[config.mk]
export PLATFORM = sky130hd
export DESIGN_NAME = mul_tile_sched
export DESIGN_NICKNAME = d
export VERILOG_FILES = /design/src/rtl/mul_tile_sched.sv
export SDC_FILE = /design/constraint.sdc
export NUM_CORES = 1
export LEC_CHECK = 0
export ABC_CLOCK_PERIOD_IN_PS = 6620
export CAP_MARGIN = 0
export CORE_MARGIN = 3
export CORE_UTILIZATION = 39
export CTS_CLUSTER_SIZE = 12
export DETAILED_ROUTE_END_ITERATION = 8
export PLACE_DENSITY = 0.74
export SLEW_MARGIN = 0
export SYNTH_ARGS = -nofsm -noshare
export SYNTH_HDL_FRONTEND = slang
export SYNTH_SLANG_ARGS = --single-unit
[constraint.sdc]
create_clock -name clk -period 6.62 [get_ports clk]
set_input_delay 0.662 -clock clk [delete_from_list [all_inputs] [get_ports clk]]
set_output_delay 0.662 -clock clk [all_outputs]
set_load 0.01 [all_outputs]
[src/rtl/mul_tile_sched.sv]
// mul_tile_sched: tile scheduler for a SYSTOLIC_WIDTH x SYSTOLIC_WIDTH systolic
// multiplier. Each tile runs LOAD (SYSTOLIC_WIDTH read beats), COMP
// (2*SYSTOLIC_WIDTH-1 cycles), then DRAIN (SYSTOLIC_WIDTH write beats).
// Optional feature macro: MUL_SCHED_PERF_CNT_EN enables the stall_cnt counter;
// without it stall_cnt is a constant zero.
module mul_tile_sched #(
  parameter int SYSTOLIC_WIDTH = 4,
  parameter int TILE_W         = 16
) (
  input  logic              clk,
  input  logic              rst,
  input  logic              start,
  input  logic              abort,
  input  logic              mode_in,
  input  logic [TILE_W-1:0] num_tiles,
  input  logic              src_valid,
  input  logic              wr_ready,
  output logic              rd_en,
  output logic              wr_en,
  output logic              systolic_state,
  output logic              systolic_mode,
  output logic              transposition_slect,
  output logic [TILE_W-1:0] tile_idx,
  output logic              busy,
  output logic              done,
  output logic [31:0]       stall_cnt
);

  localparam int COMP_CYCLES = 2 * SYSTOLIC_WIDTH - 1;
  localparam int CNT_W       = $clog2(COMP_CYCLES + 1);
  localparam logic [CNT_W-1:0] LAST_BEAT = CNT_W'(SYSTOLIC_WIDTH - 1);
  localparam logic [CNT_W-1:0] LAST_COMP = CNT_W'(COMP_CYCLES - 1);

  typedef enum logic [2:0] {
    IDLE  = 3'd0,
    LOAD  = 3'd1,
    COMP  = 3'd2,
    DRAIN = 3'd3,
    DONE  = 3'd4
  } state_e;

  state_e            state_q, state_d;
  logic [CNT_W-1:0]  cnt_q, cnt_d;
  logic [TILE_W-1:0] tile_idx_q, tile_idx_d;
  logic [TILE_W-1:0] num_tiles_q, num_tiles_d;
  logic              systolic_mode_q, systolic_mode_d;
  logic              transposition_slect_q, transposition_slect_d;

  // Next-state and output decode; abort overrides every transition and strobe.
  always_comb begin
    state_d               = state_q;
    cnt_d                 = cnt_q;
    tile_idx_d            = tile_idx_q;
    num_tiles_d           = num_tiles_q;
    systolic_mode_d       = systolic_mode_q;
    transposition_slect_d = transposition_slect_q;
    rd_en                 = 1'b0;
    wr_en                 = 1'b0;
    done                  = 1'b0;

    case (state_q)
      IDLE: begin
        if (start && !abort) begin
          num_tiles_d           = num_tiles;
          systolic_mode_d       = mode_in;
          tile_idx_d            = '0;
          transposition_slect_d = 1'b0;
          state_d               = (num_tiles == '0) ? DONE : LOAD;
        end
      end
      LOAD: begin
        rd_en = src_valid;
        if (src_valid) begin
          if (cnt_q == LAST_BEAT) begin
            state_d = COMP;
          end else begin
            cnt_d = cnt_q + CNT_W'(1);
          end
        end
      end
      COMP: begin
        if (cnt_q == LAST_COMP) begin
          state_d = DRAIN;
        end else begin
          cnt_d = cnt_q + CNT_W'(1);
        end
      end
      DRAIN: begin
        wr_en = wr_ready;
        if (wr_ready) begin
          if (cnt_q == LAST_BEAT) begin
            if (tile_idx_q == num_tiles_q - TILE_W'(1)) begin
              state_d = DONE;
            end else begin
              tile_idx_d            = tile_idx_q + TILE_W'(1);
              transposition_slect_d = ~transposition_slect_q;
              state_d               = LOAD;
            end
          end else begin
            cnt_d = cnt_q + CNT_W'(1);
          end
        end
      end
      DONE: begin
        done    = 1'b1;
        state_d = IDLE;
      end
      default: begin
        state_d = IDLE;
      end
    endcase

    if (abort && (state_q != IDLE)) begin
      state_d               = IDLE;
      rd_en                 = 1'b0;
      wr_en                 = 1'b0;
      done                  = 1'b0;
      tile_idx_d            = tile_idx_q;
      transposition_slect_d = transposition_slect_q;
    end

    if (state_d != state_q) begin
      cnt_d = '0;
    end
  end

  // State, counter and job-context registers with synchronous reset.
  always_ff @(posedge clk) begin
    if (rst) begin
      state_q               <= IDLE;
      cnt_q                 <= '0;
      tile_idx_q            <= '0;
      num_tiles_q           <= '0;
      systolic_mode_q       <= 1'b0;
      transposition_slect_q <= 1'b0;
    end else begin
      state_q               <= state_d;
      cnt_q                 <= cnt_d;
      tile_idx_q            <= tile_idx_d;
      num_tiles_q           <= num_tiles_d;
      systolic_mode_q       <= systolic_mode_d;
      transposition_slect_q <= transposition_slect_d;
    end
  end

  assign systolic_state      = (state_q == COMP);
  assign busy                = (state_q != IDLE);
  assign systolic_mode       = systolic_mode_q;
  assign transposition_slect = transposition_slect_q;
  assign tile_idx            = tile_idx_q;

`ifdef MUL_SCHED_PERF_CNT_EN
  logic [31:0] stall_cnt_q, stall_cnt_d;

  // Saturating count of cycles spent waiting on memory in LOAD or DRAIN.
  always_comb begin
    stall_cnt_d = stall_cnt_q;
    if ((state_q == IDLE) && start && !abort) begin
      stall_cnt_d = '0;
    end else if (!abort && (stall_cnt_q != 32'hFFFF_FFFF) &&
                 (((state_q == LOAD) && !src_valid) ||
                  ((state_q == DRAIN) && !wr_ready))) begin
      stall_cnt_d = stall_cnt_q + 32'd1;
    end
  end

  // Stall counter register.
  always_ff @(posedge clk) begin
    if (rst) begin
      stall_cnt_q <= '0;
    end else begin
      stall_cnt_q <= stall_cnt_d;
    end
  end

  assign stall_cnt = stall_cnt_q;
`else
  assign stall_cnt = '0;
`endif

endmodule

After elaboration in Yosys (flattened, before gate mapping). Cells that the tools add are included.

Register bits after elaboration: 40. Input bits: 23. Output and inout bits: 55. Word-level logic and storage cells: 68.

$add $sub $neg: 3. Eq/ne operators: 14. Muxes and demuxes: 31. Bitwise gates (word level): 2. Reductions and logical operators: 12.

Operators with widths (number): two-way mux 16 bit (4); two-way mux 3 bit (13); one-hot mux 16 bit (2 select lines) (1); adder 16 x 1 -> 16 bit, second input constant (1); == test 16 bit (1); zero test 16 bit (1); subtractor 16 x 1 -> 16 bit, second input constant (1); inequality test 2 bit, second input constant (6); one-hot mux 3 bit (4 select lines) (1); two-way mux 1 bit (10); == test 3 x 2 -> 1 bit, second input constant (3); one-hot mux 3 bit (3 select lines) (1); == test 3 bit, second input constant (2); AND reduction 6 bit (1); nonzero test 3 bit (2); AND reduction 4 bit (1); adder 3 x 1 -> 3 bit, second input constant (1); == test 3 x 1 -> 1 bit, second input constant (1); zero test 3 bit (1); inequality test 3 bit (1); logical AND 1 bit (2); inverter 1 bit (2); one-hot mux 1 bit (2 select lines) (1); AND reduction 2 bit (1); 3 further kinds (3).

Longest topological paths before layout. Gate-level depths: netlist of the first run.

Word-level depth: 9. Depth in mapped cells: 11. Gate-level depth less buffers: 10.

Least setup slack after synthesis of the first run. Ideal clock, no wire load.

Path type: reg2reg. Start point: reg num_tiles_q[0]. End point: reg cnt_q[2]. Setup time: 0.121 ns. Arrival: 2.522 ns. Slack: 3.977 ns. Cell stages (with the launch flop): 12. Cells stage by stage: dfxtp_1 -> inv_1 -> ha_1 -> buf_2 -> xnor2_1 -> nand3_1 -> a2111oi_0 -> a311oi_4 -> nor2_4 -> nand2_4 -> a21oi_4 -> mux2_4.

Word-level cells in the longest chain between the ends: 9.

RTL lines: from (decl) (line 45) `logic [TILE_W-1:0] num_tiles_q, num_tiles_d;`; from (signal assigned) (line 140) `num_tiles_q <= num_tiles_d;`; subtractor 16 x 1 -> 16 bit (line 92) `if (tile_idx_q == num_tiles_q - TILE_W'(1)) begin`; == test 16 bit (line 92); two-way mux 3 bit (line 92); two-way mux 3 bit (line 91) `if (cnt_q == LAST_BEAT) begin`; two-way mux 3 bit (line 90) `if (wr_ready) begin`; one-hot mux 3 bit (4 select lines) (line 61) `case (state_q)`; two-way mux 3 bit (line 113) `if (abort && (state_q != IDLE)) begin`; inequality test 3 bit (line 122) `if (state_d != state_q) begin`; OR reduction 2 bit (no line); to (signal assigned) (line 138) `cnt_q <= cnt_d;`; to (decl) (line 43) `logic [CNT_W-1:0] cnt_q, cnt_d;`.

Every way passes these cells. A chain may end at the register's enable or synchronous reset.

Worst setup path in the final report of the first run.
Start point: in src_valid. End point: out rd_en.

Word-level cells in the longest chain between the ends: 2.

RTL lines: from (decl) (line 16) `input logic src_valid,`; two-way mux 1 bit (line 61); two-way mux 1 bit (line 113); to (decl) (line 18) `output logic rd_en,`.

Every way passes these cells.

==> results of run 1 <==
-- final timing paths --
check / cells past startpoint / start / slack, ns / end
max: 4 / src_valid / 3.69 / rd_en
min: 2 / systolic_mode$_SDFFE_PP0P_ / 0.46 / systolic_mode$_SDFFE_PP0P_
max reg2reg: 10 / num_tiles_q[0]$_SDFFE_PP0P_ / 3.70 / tile_idx[12]$_SDFFE_PP0P_
min reg2reg: 2 / systolic_mode$_SDFFE_PP0P_ / 0.46 / systolic_mode$_SDFFE_PP0P_
-- cell families (layout without fill, tap and decap cells) --
logic type	Yosys count	count (layout)	share of synthesized area, %
compound gates	75	75	18.2
xor+xnor	21	21	5.93
fa+ha+maj	5	5	2.02
buf+inv	61	64	11.7
flops	40	40	25.8
mux	16	16	5.32
other cells	1	32	0.121
simple gates	177	177	30.9
-- cell type report --
cell class              count  area, um^2  share of cell area, %
flip-flops and latches     40         801                   22.3
repair buffers             47         465                   13.0
well taps                  99         124                   3.45
inverters                   9        33.8                  0.942
clock buffers               6        72.6                   2.02
clock inverters             2        35.0                  0.977
multi-input cells         326        2050                   57.3
-- worst max-delay path, stage by stage --
cell and delay (ns):
clkdlybuf4s50_1 0.46, nor2b_1 0.25, nor4b_1 0.30, clkdlybuf4s50_1 0.60
-- cell usage after synthesis (2+ instances only) --
cell	instances	area (um^2)
nor2_1	25	93.8
or3_1	14	87.6
nand3b_1	3	22.5
mux2i_1	15	150
o21ai_0	4	20.0
and3_1	11	68.8
buf_2	2	10.0
nand2_1	60	225
xor2_1	7	61.3
and4_1	2	17.5
nor4b_1	2	17.5
and2_1	2	12.5
a211oi_1	4	30.0
a221oi_1	2	17.5
nor3b_1	3	22.5
a311oi_1	2	17.5
dfxtp_1	40	801
nor2b_1	6	37.5
o31ai_1	5	37.5
a32oi_1	4	35.0
buf_4	33	248
a41oi_1	2	17.5
nand4_1	4	25.0
o21a_1	2	15.0
or2_2	2	12.5
nor3_1	7	35.0
nand3_1	12	60.1
a21o_1	2	15.0
and3b_1	2	17.5
clkbuf_1	15	56.3
o21ai_1	4	20.0
ha_1	5	62.6
nor4_1	8	50.1
xnor2_1	14	123
nand2b_1	3	18.8
a21oi_1	28	140
or4_1	2	15.0
inv_1	9	33.8
-- registers in the layout, indices dropped and copies added, names as in the netlist --
register             cells
tile_idx                16
systolic_mode            1
cnt_q                    3
transposition_slect      1
state_q                  3
num_tiles_q             16
-- power groups by stage --
stage	clock, uW	combinational (uW)	sequential, uW
after floorplan	0	117	258
final	197	134	257
after global routing	213	148	258
after detailed placement	0	132	263
after CTS	202	133	257
after global placement	0	130	262
-- metrics by stage --
step | utilization [%] | instance area (um^2) | std cells | setup WS, ns | hold slack (ns)
2_1_floorplan | - | 3220 | 427 | 3.98 | 0.457
3_3_place_gp | 46.5 | 3480 | 521 | 3.77 | 0.447
3_5_place_dp | 46.5 | 3480 | 521 | 3.71 | 0.457
4_1_cts | 47.9 | 3590 | 529 | 3.69 | 0.471
5_1_grt | 47.9 | 3590 | 529 | 3.44 | 0.514
6_report | 47.9 | 3590 | 529 | 3.69 | 0.464
-- layer usage --
metal  wire length [um]  vias to the layer above
li1                   -                     1420
met1               3520                     1354
met2               3500                       90
met3                449                        7
met4                 82                        0
met5                  0                        -
==> impl_metrics.toml, run 1 <==
[cts]
numCtsBuffers = 5
cts_buffer_depth = 2
cts_hold_buf = 0
numClockSinks = 40
cts_tree = "yes"
cts_resized = 0
post_cts_buffers = 0
cts_max_level = 2
clk_pin_slew_ns = 0.07
clk_latency_ns = 0.29
cts_root_buffer = "clkbuf_8"

[logic_synthesis]
synth_cell_types = 67
ys_seq_area_share_pct = 25.8
synth_edf_count = 0
syn_area_um2 = 3100
syn_inst = 396
ys_async_sr_fraction_pct = 0
avgSynthCellArea_um2 = 7.83
yosysWarnings = 0
synthFlopType = "dfxtp_1"
synth-seq-cells = 40

[drt]
final_antenna_net_count = 0
drt_iter0_markers = 177
totalWireLength_um = 7550
first_pass_iters = 4
num_vias = 2871
viasPerCell = 5.43
drc_errors = 0
routedWlPerCell_um = 14.3

[cells_and_area]
drive_gt1_share_pct = 6.98
nets = 457
final_cell_mix = "60 x nand2_1, 45 x clkdlybuf4s50_1, 40 x dfxtp_1"
fillers = 734
final_common_cell = "nand2_1"
antenna_cells = 0
area_growth_pct = 15.6

[floorplan]
fp.dieH_um = 95.2
core_area_um2 = 7490
die_w_um = 95.2
rows = 31
boundaryPins = 78
initial_core_util_pct = 41.4
die-area_um2 = 9060

[timing]
setup_viol = 0
fin_crit_sh_pct = 44.2
finalClockSkew_ns = 0.00774
max_freq_ghz = 0.342
period_needed_ns = 2.93
drv_slew = 0
worst_pin_slew_ns = 1.11
rsz0062_at_grt = "no"
slew_headroom_pct = 25.8
setup_tns_ns = 0
hold_viol = 0

[worst_setup_path]
path_max_fanout = 4
path_class = "in -> out"
cp_data_required_time_ns = 5.96
crit_path_end_kind = "primary output"
cp-start-kind = "input pin"
cp.arrival_ns = 2.26

[pwr]
p_int_uw = 416
p_clk_share_pct = 33.5
vdd_ir_drop_max_mv = 0.0896
p_comb_share_pct = 22.8
power.total_uw = 588
swShare_pct = 29.2
power.leakage_uw = 0.00145
powerDensity_nw_per_um2 = 164
seqPwrFrac_pct = 43.8
p_sw_uw = 172

[global_route]
grt.busiest_layer = "met2"
met2_usage_pct = 26.5
grt_pass1_vias = 2553
overflow = 0
use_met1_pct = 22.7
grt_max_degree = 38
grt_util_all_layers_pct = 16.6
grt_first_pass_wirelength_um = 12100
use_met3_pct = 3.08
antenna_found_initial = 0

[job]
drv_cap = 0

[hold_path]
hold_class = "reg -> reg"

[placed_design]
gp_congestion = 0.895
hpwl_um = 5840
port_buffers = 45

[outcome]
run_status = "complete, no violations"
Note: power is estimated with default switching activity, not from simulation.
==> inputs of run 2 (changes only) <==
--- a/config.mk
+++ b/config.mk
@@ -5,7 +5,7 @@
 export SDC_FILE = /design/constraint.sdc
 export NUM_CORES = 1
 export LEC_CHECK = 0
-export ABC_CLOCK_PERIOD_IN_PS = 6620
+export ABC_CLOCK_PERIOD_IN_PS = 3000
 export CAP_MARGIN = 0
 export CORE_MARGIN = 3
 export CORE_UTILIZATION = 39
==> constraint.sdc (replaced) <==
create_clock -name clk -period 3 [get_ports clk]
set_input_delay 0.3 -clock clk [delete_from_list [all_inputs] [get_ports clk]]
set_output_delay 0.3 -clock clk [all_outputs]
set_load 0.01 [all_outputs]
==> impl_metrics.toml, run 2 (synthesis gave the netlist of run 1 again) <==
[floorplan]
fp.dieH_um = 95.2
rows = 31
initial_core_util_pct = 41.4
die-area_um2 = 9060
die_w_um = 95.2
core_area_um2 = 7490
boundaryPins = 78

[worst_setup_path]
cp-start-kind = "flop"
max_stage_delay_ns = 0.56
cpMostUsedCell = "buf_4"
path_max_fanout = 10
cp_cell_sequence = "inv_1 > ha_1 > buf_4 > xnor2_1 > nand3_1 > a2111oi_0 > buf_4 > a311oi_4 > nor2_4 > nand2_4 > a21oi_4 > mux2_4"
worstRegToRegCells = 12
crit_start = "num_tiles_q[0]$_SDFFE_PP0P_"
r2r_end = "cnt_q[2]$_SDFFE_PP0P_"
cp_slowest_cell = "a2111oi_0"
rr_startpoint = "num_tiles_q[0]$_SDFFE_PP0P_"
cp-endpoint = "cnt_q[2]$_SDFFE_PP0P_"
cp.arrival_ns = 3.03
path_class = "reg -> reg"
cp_data_required_time_ns = 3.18
crit_path_end_kind = "flop"
r2r_slack_ns = 0.15

[global_route]
antenna_found_initial = 0
grt_util_all_layers_pct = 17.4
grt_max_degree = 35
grt_first_pass_wirelength_um = 12600
overflow = 0
grt_pass1_vias = 2538

[hold_path]
hold_class = "reg -> reg"
hp-start = "systolic_mode$_SDFFE_PP0P_"

[timing]
setup_tns_ns = 0
hold_viol = 0
finalClockSkew_ns = 0.00803
setup_viol = 0
fin_crit_sh_pct = 95.1
slew_headroom_pct = 25.4
worst_pin_slew_ns = 1.11
max_freq_ghz = 0.350
rsz0062_at_grt = "no"
period_needed_ns = 2.85
drv_slew = 0

[drt]
drt_iter0_markers = 171
first_pass_iters = 5
routedWlPerCell_um = 14.3
totalWireLength_um = 7710
drc_errors = 0
final_antenna_net_count = 0
num_vias = 2860
viasPerCell = 5.32

[pwr]
swShare_pct = 30.1
p_int_uw = 883
power.leakage_uw = 0.00149
seqPwrFrac_pct = 44.9
powerDensity_nw_per_um2 = 345
p_comb_share_pct = 24.2
vdd_ir_drop_max_mv = 0.290
p_clk_share_pct = 30.9
p_sw_uw = 380

[cells_and_area]
fillers = 739
drive_gt1_share_pct = 9.57
final_area_um2 = 3660
nets = 467
final_cell_mix = "60 x nand2_1, 45 x clkdlybuf4s50_1, 40 x dfxtp_1"
antenna_cells = 0
final_common_cell = "nand2_1"
area_growth_pct = 18.0
multiInputGateArea_um2 = 2070
regArea_um2 = 801

[job]
drv_cap = 0

[cts]
numClockSinks = 40
clk_latency_ns = 0.29
cts_max_level = 2
numCtsBuffers = 5
clk_pin_slew_ns = 0.07
cts_buffer_depth = 2
cts_tree = "yes"
cts_root_buffer = "clkbuf_8"

[placed_design]
gp_congestion = 0.875
placed_cell_area_um2 = 3530
hpwl_um = 5930
port_buffers = 45

[outcome]
run_status = "complete, no violations"
run 2: cell count changes in the layout (fill, tap and decap cells not counted), sizes merged:
cell / previous run / this run
clkbuf: 6 / 7
buf: 2 / 12
clkinv: 1 / 0
bufinv: 1 / 0
run 2: per-stage QoR:
stage | power (uW) | hold WS [ns] | std cells | utilization [%] | setup WS (ns)
finish | 1260 | 0.462 | 538 | 48.9 | 0.146
global route | 1330 | 0.501 | 538 | 48.9 | 0.0141
CTS | 1260 | 0.465 | 535 | 48.5 | 0.185
detailed placement | 879 | 0.451 | 528 | 47.2 | 0.213
global placement | 875 | 0.447 | 528 | 47.2 | 0.186
floorplan | 826 | 0.436 | 427 | - | 0.357
run 2: critical path: cells and delay by family, from the launching register on:
kind            cells  cell delay (ns)
flops               1             0.39
compound gates      3             0.84
buf+inv             3             0.44
mux                 1             0.31
xor+xnor            1             0.13
fa+ha+maj           1             0.20
simple gates        3             0.42
run 2: worst min path at each step:
stage	to	slack (ns)	cells past startpoint
3_5_place_dp	systolic_mode$_SDFFE_PP0P_	0.45	2
5_1_grt	systolic_mode$_SDFFE_PP0P_	0.50	2
6_report	systolic_mode$_SDFFE_PP0P_	0.46	2
3_3_place_gp	systolic_mode$_SDFFE_PP0P_	0.45	2
4_1_cts	systolic_mode$_SDFFE_PP0P_	0.46	2
2_1_floorplan	num_tiles_q[5]$_SDFFE_PP0P_	0.44	2
run 2: final cells by class:
type	count	share of cell area (%)
repair buffers	57	14.8
multi-input cells	326	56.4
flip-flops and latches	40	21.9
well taps	99	3.38
inverters	9	0.923
clock buffers	7	2.63
run 2: repair_timing:
action | CTS | global route
endpoints found under the setup margin | 0 | 1
hold buffers | 0 | 0
setup buffers | 0 | 3
resized for setup | 0 | 2
run 2: metal layers:
layer / vias to the layer above / share of wire [%] / global-route usage [%]
met5: - / 0 / 0
met1: 1285 / 48 / 24.7
met2: 124 / 45 / 26.9
li1: 1442 / - / -
met4: 0 / 1.2 / 4.93
met3: 9 / 6.8 / 3.00
run 2: power groups by stage:
stage | sequential (uW) | combinational (uW) | clock (uW)
4_1_cts | 566 | 302 | 396
3_3_place_gp | 579 | 296 | 0
6_report | 567 | 306 | 390
2_1_floorplan | 569 | 257 | 0
5_1_grt | 570 | 340 | 416
3_5_place_dp | 579 | 300 | 0
==> inputs of run 3 (changes only) <==
--- a/config.mk
+++ b/config.mk
@@ -12,6 +12,7 @@
 export CTS_CLUSTER_SIZE = 12
 export DETAILED_ROUTE_END_ITERATION = 8
 export PLACE_DENSITY = 0.74
+export RECOVER_POWER = 25
 export SLEW_MARGIN = 0
 export SYNTH_ARGS = -nofsm -noshare
 export SYNTH_HDL_FRONTEND = slang
==> impl_metrics.toml, run 3 (synthesis gave the netlist of run 1 again) <==
[timing]
rsz0062_at_grt = "no"
worst_pin_slew_ns = 1.12
setup_tns_ns = 0
hold_viol = 0
slew_headroom_pct = 25.1
max_freq_ghz = 0.351
fin_crit_sh_pct = 95.0
finalClockSkew_ns = 0.00768
setup_viol = 0
worst_hold_slack_ns = 0.460
period_needed_ns = 2.85
drv_slew = 0

[cells_and_area]
drive_gt1_share_pct = 9.57
final_common_cell = "nand2_1"
finish.utilization_pct = 48.9
antenna_cells = 0
final_cell_mix = "60 x nand2_1, 40 x dfxtp_1, 32 x conb_1"
area_growth_pct = 18.0
nets = 467
fin_cells = 538

[global_route]
overflow = 0
grt_first_pass_wirelength_um = 12600
grt_max_degree = 35
antenna_found_initial = 0
grt_util_all_layers_pct = 17.4
grt_pass1_vias = 2538

[cts]
clk_pin_slew_ns = 0.07
clk_latency_ns = 0.29
cts_root_buffer = "clkbuf_8"
numClockSinks = 40
cts_hold_buf = 0
cts_tree = "yes"
numCtsBuffers = 5
cts_max_level = 2
cts_buffer_depth = 2

[drt]
totalWireLength_um = 7700
drt_iter0_markers = 166
viasPerCell = 5.32
routedWlPerCell_um = 14.3
drc_errors = 0
final_antenna_net_count = 0
first_pass_iters = 5
num_vias = 2864

[outcome]
run_status = "complete, no violations"

[placed_design]
placedCellCount = 528
hpwl_um = 5930
gp_congestion = 0.875
port_buffers = 45

[pwr]
power.leakage_uw = 0.00154
p_sw_uw = 380
vdd_ir_drop_max_mv = 0.290
p_clk_share_pct = 30.9
p_int_uw = 883
seqPwrFrac_pct = 44.9
power.total_uw = 1260
swShare_pct = 30.1
powerDensity_nw_per_um2 = 345
p_comb_share_pct = 24.2

[worst_setup_path]
worstRegToRegCells = 12
r2r_slack_ns = 0.15
max_stage_delay_ns = 0.56
rr_startpoint = "num_tiles_q[0]$_SDFFE_PP0P_"
r2r_end = "cnt_q[2]$_SDFFE_PP0P_"
cp_slowest_cell = "a2111oi_0"
cpMostUsedCell = "buf_4"
path_class = "reg -> reg"
cp-endpoint = "cnt_q[2]$_SDFFE_PP0P_"
path_max_fanout = 10
crit_path_end_kind = "flop"
cp_data_required_time_ns = 3.18
cp.arrival_ns = 3.03
crit_start = "num_tiles_q[0]$_SDFFE_PP0P_"
cp-start-kind = "flop"
cp_cell_sequence = "inv_1 > ha_1 > buf_4 > xnor2_1 > nand3_1 > a2111oi_0 > buf_4 > a311oi_4 > nor2_4 > nand2_4 > a21oi_4 > mux2_4"

[floorplan]
die-area_um2 = 9060
die_w_um = 95.2
boundaryPins = 78
initial_core_util_pct = 41.4
fp.dieH_um = 95.2
core_area_um2 = 7490
rows = 31

[hold_path]
min_path_cells = 2
hold_class = "reg -> reg"

[job]
drv_cap = 0
## run 3: cell count changes in the layout (fill, tap and decap cells not counted)
cell,previous run,this run
clkdlybuf4s50_1,45,31
dlygate4sd3_1,0,14
## run 3: what timing repair did
action | 4_1_cts | 5_1_grt
buffers inserted | 0 | 3
endpoints found under the setup margin | 0 | 1
gates resized for setup | 0 | 2
## run 3: power by group through the flow
stage / Clock [uW] / Combinational (uW) / Sequential [uW]
4_1_cts: 396 / 302 / 566
3_3_place_gp: 0 / 296 / 579
2_1_floorplan: 0 / 257 / 569
3_5_place_dp: 0 / 300 / 579
6_report: 390 / 305 / 567
5_1_grt: 416 / 340 / 570
## run 3: worst min path at each step
stage,from,end,slack (ns)
finish,systolic_mode$_SDFFE_PP0P_,systolic_mode$_SDFFE_PP0P_,0.46
global placement,systolic_mode$_SDFFE_PP0P_,systolic_mode$_SDFFE_PP0P_,0.45
floorplan,num_tiles[5],num_tiles_q[5]$_SDFFE_PP0P_,0.44
global route,systolic_mode$_SDFFE_PP0P_,systolic_mode$_SDFFE_PP0P_,0.50
CTS,systolic_mode$_SDFFE_PP0P_,systolic_mode$_SDFFE_PP0P_,0.46
detailed placement,systolic_mode$_SDFFE_PP0P_,systolic_mode$_SDFFE_PP0P_,0.45
## run 3: routing by layer
metal  vias to the layer above  GRT usage, %  part of all wire (%)  wire length [um]
li1                       1441             -                     -                 -
met1                      1296          24.7                    48              3660
met2                       118          26.9                    45              3430
met3                         9          3.00                   6.8               523
met4                         0          4.93                   1.2                89
met5                         -             0                     0                 0
## run 3: critical path, delay by kind of cell, from the launching register on
kind	cells	cell delay, ns
adders and majority gates	1	0.20
and+or+nand+nor	3	0.42
AOI/OAI and AO/OA	3	0.84
muxes	1	0.31
buffers and inverters	3	0.44
DFF	1	0.39
xor gates and xnor gates	1	0.13
## run 3: area by class of cell
type | instances | area [um^2]
clock buffers | 7 | 96.3
fillers | 739 | 3820
inverters | 9 | 33.8
multi-input cells | 326 | 2070
flip-flops and latches | 40 | 801
well taps | 99 | 124
repair buffers | 57 | 541
## run 3: through the flow
step / setup slack, ns / area (um^2)
after floorplan: 0.357 / 3220
after global placement: 0.186 / 3530
after detailed placement: 0.213 / 3530
after CTS: 0.185 / 3630
after global routing: 0.0141 / 3660
final: 0.149 / 3660
